## config.mk

```make
export PLATFORM = sky130hd
export DESIGN_NAME = mem_port_arbiter
export DESIGN_NICKNAME = d
export VERILOG_FILES = /design/src/rtl/mem_port_arbiter.sv
export SDC_FILE = /design/constraint.sdc
export NUM_CORES = 1
export LEC_CHECK = 0
export CAP_MARGIN = 20
export CELL_PAD_IN_SITES_DETAIL_PLACEMENT = 0
export CELL_PAD_IN_SITES_GLOBAL_PLACEMENT = 1
export CORE_MARGIN = 2
export CORE_UTILIZATION = 45
export DETAILED_ROUTE_END_ITERATION = 10
export MAX_ROUTING_LAYER = met4
export PLACE_DENSITY = 0.86
export SYNTH_ARGS = -nofsm -noshare
export SYNTH_HDL_FRONTEND = slang
export SYNTH_SLANG_ARGS = --single-unit
```

## constraint.sdc

```tcl
create_clock -name clk -period 25.8 [get_ports clk]
set_input_delay 5.16 -clock clk [delete_from_list [all_inputs] [get_ports clk]]
set_output_delay 5.16 -clock clk [all_outputs]
set_load 0.1 [all_outputs]
```

## src/rtl/mem_port_arbiter.sv

```systemverilog
// rtl/mem_port_arbiter.sv - dual-port memory arbiter with sequenced writes and overlap blocking
// Optional feature macro: MEMARB_PERF_EN (adds perf_stall_cnt stall counter output)
// Ports:
//   clk, rst                 clock, asynchronous active-high reset
//   req/req_we               per-requester request and write flag, held until ack
//   req_addr/req_wdata       flattened per-requester byte address and write data
//   ack/rdata                one-cycle completion pulse and shared read data
//   mem_addrA/B, mem_dinA/B  memory port address and write data
//   mem_weA/B, mem_doutA/B   memory port write enable and read data
//   mem_rstz                 memory clear, active-low
//   perf_stall_cnt           (MEMARB_PERF_EN only) saturating stall-cycle counter
module mem_port_arbiter #(
    parameter int NREQ   = 3,
    parameter int ADDR_W = 16,
    parameter int DATA_W = 16
) (
    input  logic                   clk,
    input  logic                   rst,
    input  logic [NREQ-1:0]        req,
    input  logic [NREQ-1:0]        req_we,
    input  logic [NREQ*ADDR_W-1:0] req_addr,
    input  logic [NREQ*DATA_W-1:0] req_wdata,
    output logic [NREQ-1:0]        ack,
    output logic [DATA_W-1:0]      rdata,
    output logic [ADDR_W-1:0]      mem_addrA,
    output logic [DATA_W-1:0]      mem_dinA,
    output logic                   mem_weA,
    input  logic [DATA_W-1:0]      mem_doutA,
    output logic [ADDR_W-1:0]      mem_addrB,
    output logic [DATA_W-1:0]      mem_dinB,
    output logic                   mem_weB,
    input  logic [DATA_W-1:0]      mem_doutB,
    output logic                   mem_rstz
`ifdef MEMARB_PERF_EN
    ,
    output logic [15:0]            perf_stall_cnt
`endif
);
    localparam int IW = $clog2(NREQ);

    typedef enum logic [2:0] {S_IDLE, S_RD, S_SETUP, S_STROBE, S_HOLD} state_t;

    state_t            state_q [2];
    state_t            state_d [2];
    logic [ADDR_W-1:0] addr_q  [2];
    logic [DATA_W-1:0] din_q   [2];
    logic              we_q    [2];   // access in flight is a write
    logic              wen_q   [2];   // registered memory write enable
    logic [IW-1:0]     id_q    [2];
    logic              done    [2];
    logic              gnt_v   [2];
    logic [IW-1:0]     gnt_id  [2];

    logic [NREQ-1:0]   busy_q, grant, cand, ack_raw_q;
    logic [IW-1:0]     ptr_q;
    logic [IW:0]       pick_a, pick_b;
    logic              ob_v, ob_w;
    logic [ADDR_W-1:0] ob_a;
    logic [1:0]        rstz_s;
    logic              skid_v, skid_rd;
    logic [IW-1:0]     skid_id;
    logic [DATA_W-1:0] skid_data;

    // Byte pairs {a, a+1} and {b, b+1} share a byte; the +1 wraps at the top of memory.
    function automatic logic overlap(input logic [ADDR_W-1:0] a, input logic [ADDR_W-1:0] b);
        return (a == b) || (a + ADDR_W'(1) == b) || (b + ADDR_W'(1) == a);
    endfunction

    function automatic logic [IW-1:0] next_id(input logic [IW-1:0] id);
        return (int'(id) == NREQ - 1) ? '0 : id + IW'(1);
    endfunction

    function automatic logic [NREQ-1:0] onehot(input logic [IW-1:0] id);
        return NREQ'(1) << id;
    endfunction

    // First eligible candidate in round-robin order from start; {valid, id}.
    function automatic logic [IW:0] pick(
        input logic [NREQ-1:0]        c,
        input logic [IW-1:0]          start,
        input logic [NREQ*ADDR_W-1:0] addrs,
        input logic [NREQ-1:0]        wes,
        input logic                   ov,
        input logic [ADDR_W-1:0]      oa,
        input logic                   ow
    );
        logic [IW:0] r;
        int idx;
        r = '0;
        for (int k = 0; k < NREQ; k++) begin
            idx = int'(start) + k;
            if (idx >= NREQ) idx -= NREQ;
            if (!r[IW] && c[idx] &&
                !(ov && (ow || wes[idx]) && overlap(addrs[idx*ADDR_W +: ADDR_W], oa)))
                r = {1'b1, IW'(idx)};
        end
        return r;
    endfunction

    always_comb begin
        cand   = req & ~busy_q & {NREQ{mem_rstz}};
        grant  = '0;
        pick_a = pick(cand, ptr_q, req_addr, req_we, state_q[1] != S_IDLE, addr_q[1], we_q[1]);
        gnt_v[0]  = (state_q[0] == S_IDLE) && pick_a[IW];
        gnt_id[0] = pick_a[IW-1:0];
        if (gnt_v[0]) grant[gnt_id[0]] = 1'b1;
        // Port B treats a fresh port-A grant as already in flight.
        if (gnt_v[0]) begin
            ob_v = 1'b1;
            ob_a = req_addr[gnt_id[0]*ADDR_W +: ADDR_W];
            ob_w = req_we[gnt_id[0]];
        end else begin
            ob_v = state_q[0] != S_IDLE;
            ob_a = addr_q[0];
            ob_w = we_q[0];
        end
        pick_b = pick(cand & ~grant, ptr_q, req_addr, req_we, ob_v, ob_a, ob_w);
        gnt_v[1]  = (state_q[1] == S_IDLE) && pick_b[IW];
        gnt_id[1] = pick_b[IW-1:0];
        if (gnt_v[1]) grant[gnt_id[1]] = 1'b1;
    end

    always_comb begin
        for (int p = 0; p < 2; p++) begin
            state_d[p] = state_q[p];
            done[p]    = (state_q[p] == S_RD) || (state_q[p] == S_HOLD);
            case (state_q[p])
                S_IDLE:   if (gnt_v[p]) state_d[p] = req_we[gnt_id[p]] ? S_SETUP : S_RD;
                S_RD:     state_d[p] = S_IDLE;
                S_SETUP:  state_d[p] = S_STROBE;
                S_STROBE: state_d[p] = S_HOLD;
                S_HOLD:   state_d[p] = S_IDLE;
                default:  state_d[p] = S_IDLE;
            endcase
        end
    end

    always_ff @(posedge clk or posedge rst) begin
        if (rst) begin
            for (int p = 0; p < 2; p++) begin
                state_q[p] <= S_IDLE;
                addr_q[p]  <= '0;
                din_q[p]   <= '0;
                we_q[p]    <= 1'b0;
                wen_q[p]   <= 1'b0;
                id_q[p]    <= '0;
            end
        end else begin
            for (int p = 0; p < 2; p++) begin
                state_q[p] <= state_d[p];
                wen_q[p]   <= (state_d[p] == S_STROBE);
                if (gnt_v[p]) begin
                    addr_q[p] <= req_addr[gnt_id[p]*ADDR_W +: ADDR_W];
                    din_q[p]  <= req_wdata[gnt_id[p]*DATA_W +: DATA_W];
                    we_q[p]   <= req_we[gnt_id[p]];
                    id_q[p]   <= gnt_id[p];
                end
            end
        end
    end

    // Completion stage. A requester stays busy through its ack cycle so its still-high
    // req is not mistaken for a new request. A same-cycle B completion goes to the skid.
    always_ff @(posedge clk or posedge rst) begin
        if (rst) begin
            ack       <= '0;
            ack_raw_q <= '0;
            rdata     <= '0;
            busy_q    <= '0;
            ptr_q     <= '0;
            skid_v    <= 1'b0;
            skid_rd   <= 1'b0;
            skid_id   <= '0;
            skid_data <= '0;
        end else begin
            busy_q    <= (busy_q & ~ack_raw_q) | grant;
            ack       <= '0;
            ack_raw_q <= '0;
            skid_v    <= 1'b0;
            if (gnt_v[1])      ptr_q <= next_id(gnt_id[1]);
            else if (gnt_v[0]) ptr_q <= next_id(gnt_id[0]);
            if (skid_v) begin
                ack_raw_q <= onehot(skid_id);
                ack       <= onehot(skid_id) & req;
                if (skid_rd) rdata <= skid_data;
            end else if (done[0]) begin
                ack_raw_q <= onehot(id_q[0]);
                ack       <= onehot(id_q[0]) & req;
                if (!we_q[0]) rdata <= mem_doutA;
                if (done[1]) begin
                    skid_v    <= 1'b1;
                    skid_id   <= id_q[1];
                    skid_rd   <= !we_q[1];
                    skid_data <= mem_doutB;
                end
            end else if (done[1]) begin
                ack_raw_q <= onehot(id_q[1]);
                ack       <= onehot(id_q[1]) & req;
                if (!we_q[1]) rdata <= mem_doutB;
            end
        end
    end

    always_ff @(posedge clk or posedge rst) begin
        if (rst) rstz_s <= 2'b00;
        else     rstz_s <= {rstz_s[0], 1'b1};
    end

`ifdef MEMARB_PERF_EN
    always_ff @(posedge clk or posedge rst) begin
        if (rst)
            perf_stall_cnt <= '0;
        else if (|(req & ~busy_q & ~grant) && perf_stall_cnt != 16'hFFFF)
            perf_stall_cnt <= perf_stall_cnt + 16'd1;
    end
`endif

    assign mem_rstz  = rstz_s[1];
    assign mem_addrA = addr_q[0];
    assign mem_dinA  = din_q[0];
    assign mem_weA   = wen_q[0];
    assign mem_addrB = addr_q[1];
    assign mem_dinB  = din_q[1];
    assign mem_weB   = wen_q[1];

endmodule
```

Word level (Yosys, flattened, before mapping) --
Cells that the tools add are included.
Cells by class: add/subtract/negate cells 12, order comparisons 10, equal/unequal tests 33, shift operators 10, muxes and demuxes 74, bitwise operators 13, reductions and logical operators 65
Operator list (number):
- == test 16 bit | 18
- variable part select 48 x 7 -> 16 bit | 4
- variable part select 48 x 32 -> 16 bit | 3
- 2-to-1 mux 16 bit | 7
- < comparator 32 x 4 -> 1 bit (second input constant) | 3
- 2-to-1 mux 32 bit | 3
- adder 16 x 1 -> 16 bit (second input constant) | 5
- 2-to-1 mux 3 bit | 16
- 2-to-1 mux 1 bit | 27
- logical AND 1 bit | 26
- binary-select mux 1 bit (select 2 bit) | 11
- bitwise AND 3 bit | 7
- logical OR 1 bit | 20
- == test 3 x 2 -> 1 bit (second input constant) | 6
- one-hot mux 3 bit (3 select lines) | 2
- 2-to-1 mux 2 bit | 6
- logical NOT 1 bit | 11
- NOT 3 bit | 3
- nonzero test 3 bit | 3
- << shifter 1 x 2 -> 3 bit (first input constant) | 3
- subtractor 3 x 2 -> 4 bit (second input constant) | 2
- == test 3 x 1 -> 1 bit (second input constant) | 2
- == test 3 bit (second input constant) | 2
- >= comparator 3 x 2 -> 1 bit (second input constant) | 2
- other kinds (18) | 25
Storage, ports and cells: bits in registers 127, bits of input ports 136, output and inout port bits 86, logic and storage cells 239

Longest topological paths before layout --
depth in word-level cells 46, mapped depth 43, depth with buffers taken out 33

Least setup slack after synthesis --
OpenSTA, ideal clock, no wires.
path type input-to-reg, start point in req_addr[33], end point reg addr_q (netlist bit mem_addrB[10]), setup time 0.128 ns, arrival 12.892 ns, data required time 25.672 ns, setup slack 12.780 ns, stages 36, buffers on the path 7, cells stage by stage clkbuf_1 > nand3_1 > o21ai_4 > and2_0 > ha_1 > inv_1 > a211oi_1 > and3_1 > and4_1 > clkbuf_1 > xnor2_1 > o21ai_1 > or4_4 > o21ba_2 > nor4_1 > buf_2 > nor2_1 > clkbuf_1 > o211a_1 > o31ai_1 > ha_1 > inv_1 > a221oi_2 > and4_1 > and4_1 > buf_4 > xnor2_1 > or4_4 > nor4b_4 > o22ai_1 > a32oi_2 > nor2_4 > buf_6 > buf_6 > a221oi_1 > o2bb2ai_1
Between the ends: elaborated cells between the ends (all ways) 101, those cells by class add/sub (4); order compare (2); eq/ne (18); shift (5); mux (23); bitwise (2); reduce/logical (47)
RTL lines:
- start, declared | line 21 | input logic [NREQ*ADDR_W-1:0] req_addr,
- variable part select 48 x 32 -> 16 bit | line 94 | !(ov && (ow || wes[idx]) && overlap(addrs[idx*ADDR_W +: ADDR_W], oa)))
- adder 16 x 1 -> 16 bit | line 66 | return (a == b) || (a + ADDR_W'(1) == b) || (b + ADDR_W'(1) == a);
- == test 16 bit | line 66
- logical OR 1 bit (2 in series) | line 66
- logical AND 1 bit | line 94
- logical NOT 1 bit | line 94
- logical AND 1 bit | line 93 | if (!r[IW] && c[idx] &&
- 2-to-1 mux 3 bit | line 93
- [... 10 more ...]
- via ob_a[1] | line 58 | logic [ADDR_W-1:0] ob_a;
- [... 6 more ...]
- 2-to-1 mux 3 bit | line 93
- logical NOT 1 bit | line 93
- logical AND 1 bit (2 in series) | line 93
- 2-to-1 mux 3 bit | line 93
- logical NOT 1 bit | line 93
- logical AND 1 bit (2 in series) | line 93
- 2-to-1 mux 3 bit * | line 93
- variable part select 48 x 7 -> 16 bit or logical AND 1 bit (tied branches) | line 153, 118
- end signal, assigned by index | line 153 | addr_q[p] <= req_addr[gnt_id[p]*ADDR_W +: ADDR_W];
- end, declared | line 45 | logic [ADDR_W-1:0] addr_q [2];
The timed path passes the listed nets; every way through them passes the cells marked *. The select of a mux whose other input is x is not followed. A chain may end at the register's enable or synchronous reset.

Final worst setup path --
start point in req_addr[42], end point reg busy_q[0]
Between the ends: elaborated cells between the ends (all ways) 108, those cells by class add/sub (4); order compare (4); eq/ne (18); shift (4); mux (26); bitwise (4); reduce/logical (48)
RTL lines:
- variable part select 48 x 32 -> 16 bit | line 94
- adder 16 x 1 -> 16 bit | line 66
- == test 16 bit | line 66
- logical OR 1 bit (2 in series) | line 66
- logical AND 1 bit | line 94
- logical NOT 1 bit | line 94
- logical AND 1 bit | line 93
- 2-to-1 mux 3 bit | line 93
- [... 10 more ...]
- via ob_a[1] | line 58
- [... 14 more ...]
- 2-to-1 mux 3 bit * | line 93
- < comparator 2 x 3 -> 1 bit (implied by the code) or >= comparator 2 x 1 -> 1 bit (tied branches) | line 120 | if (gnt_v[1]) grant[gnt_id[1]] = 1'b1;
- logical AND 1 bit (implied by the code) | line 120
- 2-to-1 mux 1 bit (implied by the code) | line 120
- demux 1 bit (select 2 bit) | line 120
- OR 3 bit (no line)
- 2-to-1 mux 3 bit * | line 120
- OR 3 bit * | line 176 | busy_q <= (busy_q & ~ack_raw_q) | grant;
- end signal, assigned | line 176
- end, declared | line 54 | logic [NREQ-1:0] busy_q, grant, cand, ack_raw_q;
Marked as above.

==> metrics.yaml <==
floorplan:
  initial_core_util_pct: 45.6
  ios: 222
  dieWidth_um: 196
  core_sq_mm: 0.0364
  fp-row-count: 70
  die_area_sq_mm: 0.0385
  die_y_um: 196
drt:
  wl_um: 89600
  drc: 0
  via_per_inst: 7.17
  dr.pass1.iters: 6
  dr.first_iter.drc_count: 2975
  vias: 19737
  routedWlPerCell_um: 32.6
  final_antenna_net_count: 0
final_layout:
  nets: 2413
  area_growth_pct: 19.0
  post-route-util_pct: 54.2
  drive_above_1_share_pct: 9.61
  fillers: 3484
  final_cells: 2751
timing:
  holdWs_ps: 355
  setup_viol: 0
  tightest_slew_ps: 1380
  max_freq_mhz: 60.0
  setup_tns_ps: 0
  maxSlewViolCount: 0
  hold_viol_final: 0
  clock_skew_ps: 25.2
  period_needed_ps: 16660
  rsz0062_at_grt: "false"
  min_period_over_period_pct: 64.6
  maxSlewHeadroom_pct: 7.87
grt:
  grt_max_degree: 70
  first_global_vias: 18115
  grt_pass1_wl_um: 127000
  track_usage_pct: 46.8
  antenna_found_initial: 3
  grt-ovfl-total: 0
clocking:
  cts_buffer_depth: 2
  cts_made_buffers: 17
  postCtsHoldBufs: 0
  path_clk_slew_ps: 60
  cts_root_buf: "clkbuf_16"
  insertion_delay_ps: 470
  cts_resized: 0
  cts_sinks: 127
  htree_num_levels: 4
  postCtsSetupRepairBufs: 0
  cts_tree: "built"
setup_path:
  cpLargestDelayFamily: "simple AND/OR/NAND/NOR gates"
  timing.critical_path.buf_inv: 5
  startpoint_type: "input pin"
  crit_cells: 29
  required_ps: 26140
  crit_path_max_incr_delay_ps: 1060
  crit_slowest_cell: "clkdlybuf4s50_1"
  crit_path_max_fanout: 21
  crit_arrival_ps: 16990
  critPathKind: "input pin to flop"
  critPathCaptureType: "flop"
  reg2reg_from: "ptr_q[1]"
  rr_worst_depth: 31
  startpoint: "req_addr[42]"
hold_path:
  min_path_cells: 0
  hold_path_class: "flop to flop"
  hp-start: "rstz_s[0]"
logic_synthesis:
  syn_area_sq_mm: 0.0166
  postSynthAreaPerCell_sq_um: 7.85
  yosysWarnings: 0
  synth_area_leaders: "dfrtp_1 19%, xnor2_1 7.5%, nand2_1 4.7%"
  yosys.area.top_type: "dfrtp_1"
  yosysTopAreaCellShare_pct: 19.1
  syn_nets: 2262
  synth-edff-count: 0
  synth_seq_area_share_pct: 19.1
  async_flop_share_pct: 100
  synth-main-ff-cell: "dfrtp_1"
  synth_seq_cells: 127
  synth_cell_types: 120
  syn_inst: 2116
placed_design:
  dp_cells: 2714
  dp_hpwl_um: 68000
  gp_congestion: 1.12
  portBuffers: 221
run:
  maxCapViolations: 0
run_status:
  outcome: "finished, final reports clean"
==> final cells by class <==
type                            count  area (sq um)  area share (%)
Multi-Input combinational cell   1778         12500            63.2
Sequential cell                   127          3180            16.1
Timing Repair Buffer              288          2740            13.8
Tap cell                          468           586            2.96
Clock buffer                       18           439            2.22
Inverter                           55           211            1.07
Clock inverter                     12           111           0.564
Antenna cell                        5          12.5          0.0633
==> registers in the layout, indices dropped and copies added, names as in the netlist, 3 cells and up <==
register   cells
mem_addrA     16
mem_addrB     16
mem_dinA      16
mem_dinB      16
rdata         16
skid_data     16
state_q        6
id_q           4
ack            3
ack_raw_q      3
busy_q         3
==> final timing paths <==
path | endpoint | slack (ps)
setup / recovery | busy_q[0] | 9140
hold / removal | rstz_s[1] | 350
setup reg to reg | busy_q[0] | 12730
hold reg to reg | rstz_s[1] | 350
max in group asynchronous | mem_addrA[12] | 19190
min in group asynchronous | id_q[3] | 5170
==> layout by cell type (no fill, tap or decap), types with 24 or more instances in the layout <==
cell	Yosys	layout
nor4_1	32	31
nand2_1	208	208
mux2i_1	73	72
clkdlybuf4s50_1	0	221
nor2_1	146	146
and3_1	27	27
buf_4	7	63
xnor2_1	143	143
o2bb2ai_1	30	30
nand3_1	89	89
a211oi_1	28	27
o21ai_0	129	129
and2_1	27	27
a21boi_0	24	24
a21oi_1	105	105
xor2_1	64	64
o211ai_1	28	28
inv_1	50	49
nor3_1	42	42
dfrtp_1	127	127
or3_1	26	26
nand4_1	44	44
==> logic make-up (layout without fill, tap and decap cells) <==
| group | Yosys count | after routing | share of synthesized area, % |
|---|---|---|---|
| AO/OA/AOI/OAI | 690 | 690 | 31.5 |
| XOR/XNOR | 220 | 220 | 12.7 |
| adder cells (fa/ha/maj) | 10 | 10 | 0.753 |
| buffers and inverters | 211 | 373 | 6.16 |
| flip-flops | 127 | 127 | 19.1 |
| multiplexers | 89 | 89 | 5.50 |
| other | 1 | 6 | 0.0226 |
| AND/OR/NAND/NOR | 768 | 768 | 24.2 |
==> per-layer routing <==
| layer | GRT usage, % | share of wire [%] | vias up |
|---|---|---|---|
| li1 | - | - | 8355 |
| met4 | 25.4 | 6.4 | 0 |
| met3 | 17.2 | 15 | 325 |
| met5 | - | 0 | - |
| met1 | 60.4 | 39 | 9512 |
| met2 | 62.8 | 40 | 1545 |
==> cell usage after synthesis, drive strengths merged, types with 20 or more instances <==
cell and n:
nand2 208, nor2 147, xnor2 144, o21ai 142, dfrtp 127, a21oi 110
nand3 90, clkbuf 82, buf 74, mux2i 74, xor2 64, inv 51
nand4 46, nor3 43, a221oi 41, nor4 38, o2bb2ai 34, a21boi 30
o211ai 30, and2 29, a211oi 28, and3 27, or3 27, a21o 21
a22o 21, a31oi 20
==> worst reg2reg max path: cells and delay by family (launching register included) <==
family	cells	cell delay, ps
xor gates and xnor gates	2	290
buffers and inverters	7	2670
DFF	1	540
AOI/OAI and AO/OA	7	3410
adders and majority gates	2	1000
and+or+nand+nor	13	5070
==> metrics by stage <==
stage	setup WS, ps	area [sq um]
finish	9140	19800
global route	8950	19800
CTS	9730	19700
detailed placement	9300	19200
global placement	9530	19100
floorplan	12780	16600
Power is not shown: default switching activity piles up to over one toggle a cycle in this logic, so the estimate is an artifact.
